**config.mk**
```make
export PLATFORM = sky130hd
export DESIGN_NAME = d5m_frame_gen
export DESIGN_NICKNAME = d
export VERILOG_FILES = /design/src/rtl/d5m_frame_gen.sv
export SDC_FILE = /design/constraint.sdc
export NUM_CORES = 1
export LEC_CHECK = 0
export CAP_MARGIN = 40
export CELL_PAD_IN_SITES_DETAIL_PLACEMENT = 1
export CELL_PAD_IN_SITES_GLOBAL_PLACEMENT = 2
export CORE_UTILIZATION = 33
export CTS_CLUSTER_SIZE = 28
export DETAILED_ROUTE_END_ITERATION = 10
export GPL_ROUTABILITY_DRIVEN = 0
export GPL_TIMING_DRIVEN = 0
export PLACE_DENSITY_LB_ADDON = 0.1
export SYNTH_ARGS = -nofsm -noshare
export SYNTH_HDL_FRONTEND = slang
export SYNTH_SLANG_ARGS = --single-unit
```
**constraint.sdc**
```tcl
create_clock -name pixclk -period 3.56 [get_ports pixclk]
set_clock_uncertainty 0.1 [all_clocks]
set_input_delay 0.89 -clock pixclk [delete_from_list [all_inputs] [get_ports pixclk]]
set_output_delay 0.89 -clock pixclk [all_outputs]
set_load 0.02 [all_outputs]
```
**src/rtl/d5m_frame_gen.sv**
```systemverilog
// D5M-style camera frame generator: fvalid/lvalid timing with selectable test patterns.
// Define D5M_FRAME_GEN_LFSR_EN to make pattern 3 an LFSR noise source instead of mid-grey.
module d5m_frame_gen #(
  parameter int IMG_WIDTH  = 64,
  parameter int IMG_HEIGHT = 48,
  parameter int H_BLANK    = 8,
  parameter int V_BLANK    = 16,
  parameter int DATA_WIDTH = 12
) (
  input  logic                  pixclk,
  input  logic                  reset,
  input  logic                  start,
  input  logic                  continuous,
  input  logic [1:0]            pattern_sel,
  output logic                  fvalid,
  output logic                  lvalid,
  output logic [DATA_WIDTH-1:0] rgb,
  output logic [15:0]           x,
  output logic [15:0]           y,
  output logic                  eof,
  output logic                  busy,
  output logic [15:0]           frame_cnt
);

  typedef enum logic [2:0] {IDLE, FV_SETUP, LINE, HBLANK, VBLANK} state_t;

  localparam logic [15:0] X_LAST  = 16'(IMG_WIDTH - 1);
  localparam logic [15:0] Y_LAST  = 16'(IMG_HEIGHT - 1);
  localparam logic [15:0] HB_LAST = 16'(H_BLANK - 1);
  localparam logic [15:0] VB_LAST = 16'(V_BLANK - 1);
  localparam logic [DATA_WIDTH-1:0] MID = {1'b1, {(DATA_WIDTH-1){1'b0}}};

  state_t          state;
  logic [1:0]      pat;
  logic [15:0]     cnt;
  logic [DATA_WIDTH-1:0] p3;

`ifdef D5M_FRAME_GEN_LFSR_EN
  localparam logic [15:0] SEED = 16'hACE1;
  logic [15:0] lfsr;
  assign p3 = lfsr[DATA_WIDTH-1:0];

  // Fibonacci form, taps 16,14,13,11.
  function automatic logic [15:0] lfsr_step(input logic [15:0] s);
    return {s[14:0], s[15] ^ s[13] ^ s[12] ^ s[10]};
  endfunction
`else
  assign p3 = MID;
`endif

  function automatic logic [DATA_WIDTH-1:0] pixel(
    input logic [1:0]            p,
    input logic [DATA_WIDTH-1:0] xv,
    input logic [DATA_WIDTH-1:0] yv,
    input logic [DATA_WIDTH-1:0] noise
  );
    case (p)
      2'd0:    return xv + yv;
      2'd1:    return xv;
      2'd2:    return {DATA_WIDTH{~(xv[0] ^ yv[0])}};
      default: return noise;
    endcase
  endfunction

  // Outputs are loaded together with the state they describe, so rgb/x/y
  // always correspond to the pixel being presented this cycle.
  always_ff @(posedge pixclk) begin
    if (reset) begin
      state     <= IDLE;
      fvalid    <= 1'b0;
      lvalid    <= 1'b0;
      rgb       <= '0;
      x         <= '0;
      y         <= '0;
      eof       <= 1'b0;
      busy      <= 1'b0;
      frame_cnt <= '0;
      pat       <= '0;
      cnt       <= '0;
`ifdef D5M_FRAME_GEN_LFSR_EN
      lfsr      <= SEED;
`endif
    end else begin
      eof <= 1'b0;
      case (state)
        IDLE: begin
          if (start) begin
            state  <= FV_SETUP;
            fvalid <= 1'b1;
            busy   <= 1'b1;
            pat    <= pattern_sel;
            cnt    <= '0;
`ifdef D5M_FRAME_GEN_LFSR_EN
            lfsr   <= SEED;
`endif
          end
        end

        FV_SETUP: begin
          if (cnt == HB_LAST) begin
            state  <= LINE;
            lvalid <= 1'b1;
            cnt    <= '0;
            x      <= '0;
            rgb    <= pixel(pat, '0, '0, p3);
`ifdef D5M_FRAME_GEN_LFSR_EN
            lfsr   <= lfsr_step(lfsr);
`endif
          end else begin
            cnt <= cnt + 16'd1;
          end
        end

        LINE: begin
          if (x == X_LAST) begin
            lvalid <= 1'b0;
            rgb    <= '0;
            x      <= '0;
            cnt    <= '0;
            if (y == Y_LAST) begin
              state     <= VBLANK;
              fvalid    <= 1'b0;
              y         <= '0;
              eof       <= 1'b1;
              frame_cnt <= frame_cnt + 16'd1;
            end else begin
              state <= HBLANK;
            end
          end else begin
            x   <= x + 16'd1;
            rgb <= pixel(pat, x[DATA_WIDTH-1:0] + 1'b1, y[DATA_WIDTH-1:0], p3);
`ifdef D5M_FRAME_GEN_LFSR_EN
            lfsr <= lfsr_step(lfsr);
`endif
          end
        end

        HBLANK: begin
          if (cnt == HB_LAST) begin
            state  <= LINE;
            lvalid <= 1'b1;
            cnt    <= '0;
            y      <= y + 16'd1;
            rgb    <= pixel(pat, '0, y[DATA_WIDTH-1:0] + 1'b1, p3);
`ifdef D5M_FRAME_GEN_LFSR_EN
            lfsr   <= lfsr_step(lfsr);
`endif
          end else begin
            cnt <= cnt + 16'd1;
          end
        end

        VBLANK: begin
          if (cnt == VB_LAST) begin
            cnt <= '0;
            // continuous only matters here, so dropping it mid-frame lets the frame finish.
            if (continuous) begin
              state  <= FV_SETUP;
              fvalid <= 1'b1;
              pat    <= pattern_sel;
`ifdef D5M_FRAME_GEN_LFSR_EN
              lfsr   <= SEED;
`endif
            end else begin
              state <= IDLE;
              busy  <= 1'b0;
            end
          end else begin
            cnt <= cnt + 16'd1;
          end
        end

        default: begin
          state  <= IDLE;
          fvalid <= 1'b0;
          lvalid <= 1'b0;
          busy   <= 1'b0;
        end
      endcase
    end
  end

endmodule

```
==> flow_summary.ini, run 1 <==
[status]
outcome = finished, final reports clean

[critical_path]
slowest_delay_ns = 0.49
critPathTopFamily = compound AO/OA/AOI/OAI gates
critical_path_class = reg2reg
cp_max_fo = 8
critPathCaptureType = flip-flop
arrival_ns = 3.46
crit_buf_inv = 0
critPathMostFrequentCell = ha_1
cp_slowest_cell = dfxtp_1
required_ns = 3.67
path_cells = ha_1 -> nand3_1 -> xnor2_2 -> ha_1 -> a21o_1 -> a221oi_2 -> o21ai_0 -> xor2_1 -> a221oi_1 -> nor3_1
cp-start-kind = flip-flop

[grt]
track_usage_pct = 23.58
grt_pass1_vias = 5427
grt_pass1_wl_mm = 29.80
grt_max_degree = 14
grt.overflow.total = 0
antenna_found_initial = 0

[power]
power.leakage_nw = 2.382
switching_share_pct = 38.71
design_power_total_mw = 3.341
p_clk_share_pct = 29.0
p_sw_mw = 1.293
power_frac_seq_pct = 33.6
p_comb_share_pct = 37.3
power.density_nw_per_um2 = 507.4
internal_power_mw = 2.048
ir_worst_vdd_mv = 0.2506

[finish]
multi_input_area_um2 = 3425
area_growth_pct = 23.63
num-fill-cells = 1902
drive_gt1_share_pct = 6.588
nNetsFinal = 779
antenna_cells = 0
fin_util_pct = 41.60
seq_area_um2 = 1702

[logic_synthesis]
ys_top_cells_by_count = nor2_1, dfxtp_1, nand2_1, a21oi_1, o21ai_0
syn_area_um2 = 5326
yosysMostFrequentCell = nor2_1
synth_cell_types = 66
yosys.area.top_type_share_pct = 31.95
async_reset_ff_share_pct = 0
synth-edff-count = 0
synthTopCellsByArea = dfxtp_1, nor2_1, xor2_1, xnor2_1, a21oi_1
synth_nets = 700
syn_inst = 675
yosys_register_bits = 85
synth_flop_cell = dfxtp_1
yosysWarnings = 0
ys_seq_area_share_pct = 31.95
yosysTopAreaCell = dfxtp_1
syn_area_per_cell_um2 = 7.891

[cts]
cts_tree = yes
htreeDepth = 3
cts_buffers = 9
clkSinkCount = 85
cts_buffer_depth = 2
cts_root_buf = clkbuf_16
hold_buffers = 0
path_clk_slew_ns = 0.07
clock_latency_ns = 0.35

[route]
ant_nets = 0
routed_via_density = 5.506
routed_wl_mm = 18.75
drt_iter0_drc = 266
dr.pass1.iters = 4
via_count = 5368
wl_per_cell_um = 19.23
drt_drc_violations_left = 0

[die]
num_rows = 46
core_um2 = 15830
die_y_um = 129.0
die_w_um = 129.0
initial_core_util_pct = 33.65
dieArea_um2 = 16650
ios = 70

[sta]
post-route-min-period_ns = 3.349
fin_crit_sh_pct = 94.08
setup_viol = 0
max_slew_margin_pct = 39.20
rsz0062_at_grt = no
worst_slew_pin_slew_ns = 0.9037
finalMaxSlewViolations = 0
fmax_mhz = 298.6
hold_viol = 0

[worst_hold_path]
hold_path_class = reg2reg

[place]
port_buffers = 68
dp_hpwl_mm = 14.34

[run]
max_cap_viol_count = 0
==> stage by stage <==
| stage | TNS, ns | setup WS [ns] | std cells | hold slack [ns] | cell area [µm²] |
|---|---|---|---|---|---|
| after floorplan | 0 | 0.6853 | 675 | 0.4028 | 5326 |
| after global placement | 0 | 0.07652 | 959 | 0.3865 | 6277 |
| after detailed placement | -0.08717 | -0.08717 | 959 | 0.3997 | 6277 |
| after CTS | 0 | 0.08638 | 975 | 0.4082 | 6579 |
| after global routing | 0 | 0.03280 | 975 | 0.4322 | 6585 |
| final | 0 | 0.2107 | 975 | 0.4074 | 6585 |
==> layer usage <==
metal,vias up,part of all wire [%],track usage (%)
met5,-,0,0
met4,0,2.5,9.965
met3,29,3.6,3.138
met2,125,47,39.78
met1,2612,47,30.27
li1,2602,-,-
==> flip-flops by register name, indices dropped and copies added, names as in the netlist <==
signal / cells
pat: 2
y: 16
state: 3
lvalid: 1
x: 16
cnt: 16
frame_cnt: 16
fvalid: 1
rgb: 12
busy: 1
eof: 1
==> power groups by stage <==
stage,registers (mW),logic [mW],clock network (mW)
finish,1.12,1.25,0.970
global route,1.13,1.37,1.03
CTS,1.12,1.25,0.998
detailed placement,1.15,1.23,0
global placement,1.14,1.22,0
floorplan,1.23,0.702,0
==> area by class of cell <==
class                      count  area share (%)
tap                          216           4.104
buffer                        39           2.736
multi-input combinational    542           52.00
timing repair buffer          68           10.34
sequential                    85           25.84
inverter                       9          0.5130
clock buffer                  12           3.743
clock inverter                 4          0.7220
==> what timing repair did <==
item,4_1_cts,5_1_grt
gates resized for setup,1,1
setup endpoints to repair,1,2
buffers inserted,0,0
==> kinds of logic (layout without fill, tap and decap cells) <==
logic type	count (synthesis)	after routing	share of synthesized area, %
compound gates	158	158	18.65
xor+xnor	61	61	10.29
fa+ha+maj	19	19	4.604
buf+inv	48	132	4.017
flops	85	85	31.95
mux	7	7	1.339
simple gates	297	297	29.15
==> final timing paths <==
kind	slack, ns	depth (start not counted)	from	end
worst max-delay path	0.21	10	x[0]	rgb[8]
worst max register to register	0.21	10	x[0]	rgb[8]
worst min-delay path	0.41	2	busy	busy
worst min register to register	0.41	2	busy	busy
==> worst register-to-register path, stage by stage, from the launching register on <==
cell and delay (ns):
dfxtp_1 0.49, ha_1 0.34, nand3_1 0.16, xnor2_2 0.34, ha_1 0.34, a21o_1 0.18
a221oi_2 0.35, o21ai_0 0.24, xor2_1 0.21, a221oi_1 0.39, nor3_1 0.10
==> cells in the final DEF (no fill, tap or decap), drive strengths merged, types with 3 or more instances in the layout <==
cell type,instances
a211oi,9
a21o,10
a21oi,50
a22oi,5
a311oi,6
a31oi,5
a41oi,3
and2,4
and3,15
and4,7
buf,15
clkbuf,36
clkdlybuf4s50,68
dfxtp,85
ha,18
inv,9
mux2i,6
nand2,51
nand2b,5
nand3,25
nand3b,9
nand4,13
nor2,101
nor2b,6
nor3,27
nor4,12
nor4b,5
o2111ai,5
o211ai,7
o21ai,44
or2,3
or4,4
xnor2,29
xor2,31
Power figures use the tool's default switching activity.
==> inputs of run 2 (changes only) <==
--- a/config.mk
+++ b/config.mk
@@ -8,6 +8,7 @@
 export CAP_MARGIN = 40
 export CELL_PAD_IN_SITES_DETAIL_PLACEMENT = 1
 export CELL_PAD_IN_SITES_GLOBAL_PLACEMENT = 2
+export CORE_MARGIN = 10
 export CORE_UTILIZATION = 33
 export CTS_CLUSTER_SIZE = 28
 export DETAILED_ROUTE_END_ITERATION = 10
==> run 2 against run 1 <==
Net effect:
- utilization grew 0.055 points
- clock power grew 0.8%
- clock-buffer cell count grew 1
- largest power group unchanged
- setup slack lost 0.042 ns
- highest routed layer unchanged
- combinational power is essentially flat
- largest cell class unchanged
==> flow_summary.ini, run 2 (synthesis gave the netlist of run 1 again) <==
[die]
initial_core_util_pct = 33.65
ios = 70
core_um2 = 15830
dieArea_um2 = 21620
die_y_um = 147.0
num_rows = 46
die_w_um = 147.0

[critical_path]
critPathCaptureType = flip-flop
ff2ff_path_depth = 11
worstReg2RegEnd = rgb[8]
required_ns = 3.67
setup.worst_path.start = x[2]
rrSetupSlack_ns = 0.17
cp_max_fo = 10
critical_path_class = reg2reg
cp-start-kind = flip-flop
arrival_ns = 3.50
cp-endpoint = rgb[8]
reg2reg_from = x[2]

[cts]
clkSinkCount = 85
cts_buffers = 9
path_clk_slew_ns = 0.06
htreeDepth = 3
post_cts_resized = 1
cts_root_buf = clkbuf_16
cts_buffer_depth = 2
post-cts-setup-buffer-count = 0
clock_latency_ns = 0.35
cts_tree = yes
hold_buffers = 0

[sta]
setup_viol = 0
post-route-min-period_ns = 3.392
max_slew_margin_pct = 44.18
timing.final.ws_setup_ns = 0.1684
finalMaxSlewViolations = 0
tns_ns = 0
worst_slew_pin_slew_ns = 0.8297
fin_crit_sh_pct = 95.27
hold_viol = 0
fmax_mhz = 294.8

[place]
place_area_um2 = 6277
pre_cts_slack_ns = -0.03350
port_buffers = 68
dp_hpwl_mm = 15.08

[run]
max_cap_viol_count = 0

[power]
power.density_nw_per_um2 = 510.8
design_power_total_mw = 3.368
power.leakage_nw = 2.375
ir_worst_vdd_mv = 0.2440

[grt]
track_usage_pct = 18.03
grt_pass1_wl_mm = 31.43
antenna_found_initial = 0
grt.overflow.total = 0
grt_max_degree = 14
grt_pass1_vias = 5564

[worst_hold_path]
hold_path_class = reg2reg

[route]
drt_drc_violations_left = 0
wl_per_cell_um = 19.94
dr.pass1.iters = 5
ant_nets = 0
routed_wl_mm = 19.44
routed_via_density = 5.545
drt_iter0_drc = 293
via_count = 5406

[finish]
layout_common_cells = nor2_1, dfxtp_1, clkdlybuf4s50_1
area_growth_pct = 23.80
fin_util_pct = 41.66
final_cell_area_um2 = 6594
antenna_cells = 0
drive_gt1_share_pct = 6.588
nNetsFinal = 779
layout.cells.most_common = nor2_1

[status]
outcome = finished, final reports clean
[run 2: cell types whose count changed in the layout (fill, tap and decap cells not counted), sizes merged]
cell / previous run / this run
clkbuf: 36 / 37
clkinvlp: 1 / 2
clkinv: 2 / 0
[run 2: through the flow]
| stage | hold WS, ns | instances |
|---|---|---|
| floorplan | 0.4028 | 675 |
| global placement | 0.3843 | 959 |
| detailed placement | 0.3910 | 959 |
| CTS | 0.4042 | 975 |
| global route | 0.4494 | 975 |
| finish | 0.4039 | 975 |
[run 2: final cells by class]
type                            instances  area, µm²
Buffer                                 39      180.2
Clock buffer                           13      250.2
Clock inverter                          3      45.04
Fill cell                            1924       9234
Inverter                                9      33.78
Multi-Input combinational cell        542       3432
Sequential cell                        85       1702
Tap cell                              216      270.3
Timing Repair Buffer                   68      680.7
[run 2: how the worst min path moves through the flow]
stage | startpoint | end | slack, ns | cells past startpoint
after floorplan | cnt[1] | cnt[1] | 0.40 | 2
after global placement | rgb[8] | rgb[8] | 0.38 | 2
after detailed placement | rgb[1] | rgb[1] | 0.39 | 2
after CTS | rgb[1] | rgb[1] | 0.40 | 2
after global routing | rgb[0] | rgb[0] | 0.45 | 2
final | rgb[1] | rgb[1] | 0.40 | 2
[run 2: critical path, cell delays in order, from the launching register on]
cell and delay [ns]:
dfxtp_1 0.48, nand3_1 0.14, buf_2 0.22, nor2_1 0.22, xor2_2 0.29, ha_1 0.36, and3_1 0.19, a221oi_2 0.32
o21ai_0 0.24, xor2_1 0.21, a221oi_1 0.40, nor3_1 0.09
[run 2: power breakdown]
part / total (mW) / switching (mW) / leakage (nW) / internal [mW]
Combinational: 1.26 / 0.832 / 1.55 / 0.431
Clock: 0.978 / 0.413 / 0.136 / 0.565
Sequential: 1.13 / 0.0726 / 0.688 / 1.05
[run 2: routing by layer]
layer / routed length [µm] / up-vias / track usage, %
met5: 0 / - / 0
met4: 367 / 0 / 5.600
met3: 927 / 24 / 4.177
met2: 9197 / 113 / 29.69
met1: 8944 / 2671 / 22.81
li1: - / 2598 / -
==> inputs of run 3 (changes only) <==
--- a/config.mk
+++ b/config.mk
@@ -14,7 +14,7 @@
 export DETAILED_ROUTE_END_ITERATION = 10
 export GPL_ROUTABILITY_DRIVEN = 0
 export GPL_TIMING_DRIVEN = 0
-export PLACE_DENSITY_LB_ADDON = 0.1
+export PLACE_DENSITY = 0.77
 export SYNTH_ARGS = -nofsm -noshare
 export SYNTH_HDL_FRONTEND = slang
 export SYNTH_SLANG_ARGS = --single-unit
==> run 3 against run 2 <==
Net effect:
- sequential cell count unchanged
- register-to-register slack better by 0.08 ns
- fmax is 2.3% higher
- clock power up 4%
- wire length is 0.63% higher
- setup slack better by 0.078 ns
- critical path type unchanged
- critical endpoint is now rgb[11]
- largest power group unchanged
- highest routed layer unchanged
==> flow_summary.ini, run 3 (synthesis gave the netlist of run 1 again) <==
[grt]
track_usage_pct = 17.62
grt_pass1_vias = 5485
grt_max_degree = 15
antenna_found_initial = 0
grt.overflow.total = 0
grt_pass1_wl_mm = 30.55

[route]
routed_via_density = 5.456
dr.pass1.iters = 5
wl_per_cell_um = 20.04
ant_nets = 0
drt_iter0_drc = 301
routed_wl_mm = 19.56
via_count = 5325
drt_drc_violations_left = 0

[power]
ir_worst_vdd_mv = 0.2296
p_comb_share_pct = 37.3
power_frac_seq_pct = 32.8
switching_share_pct = 39.24
p_sw_mw = 1.340
power.density_nw_per_um2 = 516.3
p_clk_share_pct = 29.9
internal_power_mw = 2.074
power.leakage_nw = 2.392
design_power_total_mw = 3.414

[finish]
antenna_cells = 0
layout_common_cells = nor2_1, dfxtp_1, clkdlybuf4s50_1
layout.cells.most_common = nor2_1
area_growth_pct = 24.15
drive_gt1_share_pct = 6.974
layoutNonFillerInstCount = 976
nNetsFinal = 780

[die]
ios = 70
die_w_um = 147.0
core_um2 = 15830
initial_core_util_pct = 33.65
die_y_um = 147.0
dieArea_um2 = 21620
num_rows = 46

[cts]
cts_buffer_depth = 2
htreeDepth = 3
cts_buffers = 9
hold_buffers = 0
cts_root_buf = clkbuf_16
cts_tree = yes
post-cts-setup-buffer-count = 0
clkSinkCount = 85
clock_latency_ns = 0.36
path_clk_slew_ns = 0.07

[sta]
fmax_mhz = 301.8
finalMaxSlewViolations = 0
post-route-min-period_ns = 3.314
worst_slew_pin_slew_ns = 0.8739
rsz0062_at_grt = no
max_slew_margin_pct = 41.74
setup_viol = 0
fin_crit_sh_pct = 93.09
hold_viol = 0
tns_ns = 0

[critical_path]
required_ns = 3.73
setup.worst_path.start = x[0]
reg2reg_from = x[0]
rrSetupSlack_ns = 0.25
path_cells = ha_1 -> nand2_1 -> nor3_1 -> xor2_1 -> ha_1 -> a21o_1 -> a21o_1 -> a21oi_1 -> a21o_1 -> nand3_1 -> a211oi_1
critPathMostFrequentCell = a21o_1
critical_path_class = reg2reg
cp_max_fo = 8
ff2ff_path_depth = 11
cp-start-kind = flip-flop
cp_slowest_cell = dfxtp_1
slowest_delay_ns = 0.49
arrival_ns = 3.48
worstReg2RegEnd = rgb[11]
critPathCaptureType = flip-flop

[place]
dp_hpwl_mm = 14.98
port_buffers = 68
dp_cells = 960

[worst_hold_path]
hold_start = rgb[8]
whs_path_depth = 2
hold_path_class = reg2reg
min_to = rgb[8]

[status]
outcome = finished, final reports clean

[run]
max_cap_viol_count = 0
run 3: cell types whose count changed in the layout (fill, tap and decap cells not counted), sizes merged:
cell | before | now
clkdlybuf4s18 | 0 | 1
clkbuf | 37 | 35
clkinv | 0 | 2
run 3: critical path: cells and delay by family (launching register included):
kind	cells	cell delay, ns
AOI/OAI and AO/OA	5	1.04
DFF	1	0.49
adders and majority gates	2	0.69
xor gates and xnor gates	1	0.41
and+or+nand+nor	3	0.50
run 3: how the worst max path moves through the flow:
stage | to
floorplan | rgb[10]
global placement | rgb[10]
detailed placement | rgb[10]
CTS | rgb[10]
global route | rgb[11]
finish | rgb[11]
run 3: layout make-up:
cell class | count | area [µm²]
Tap cell | 216 | 270.3
Timing Repair Buffer | 69 | 690.7
Clock inverter | 5 | 58.81
Fill cell | 1897 | 9215
Sequential cell | 85 | 1702
Inverter | 9 | 33.78
Clock buffer | 11 | 252.7
Multi-Input combinational cell | 542 | 3425
Buffer | 39 | 180.2
run 3: metrics by stage:
step | setup WS [ns] | utilization [%] | cell area, µm² | hold WS, ns
after floorplan | 0.6853 | - | 5326 | 0.4028
after global routing | 0.09433 | 41.78 | 6613 | 0.4272
after CTS | 0.1073 | 41.69 | 6599 | 0.4009
final | 0.2462 | 41.78 | 6613 | 0.3970
after global placement | 0.3106 | 39.66 | 6277 | 0.3859
after detailed placement | 0.1353 | 39.72 | 6287 | 0.3876
run 3: per-layer routing:
layer | track usage [%] | wire length [µm]
met5 | 0 | 0
met4 | 6.739 | 474
met3 | 3.563 | 957
met2 | 29.46 | 9236
met1 | 21.76 | 8892
run 3: what timing repair did:
action | in CTS | in global routing
endpoints found under the hold margin | 0 | 0
setup endpoints to repair | 0 | 2
resized for setup | 0 | 2
run 3: power groups by stage:
stage | clock network, mW | registers (mW) | logic (mW)
final | 1.02 | 1.12 | 1.27
after global routing | 1.07 | 1.14 | 1.39
after CTS | 1.03 | 1.12 | 1.27
after detailed placement | 0 | 1.14 | 1.27
after global placement | 0 | 1.14 | 1.24
after floorplan | 0 | 1.23 | 0.702
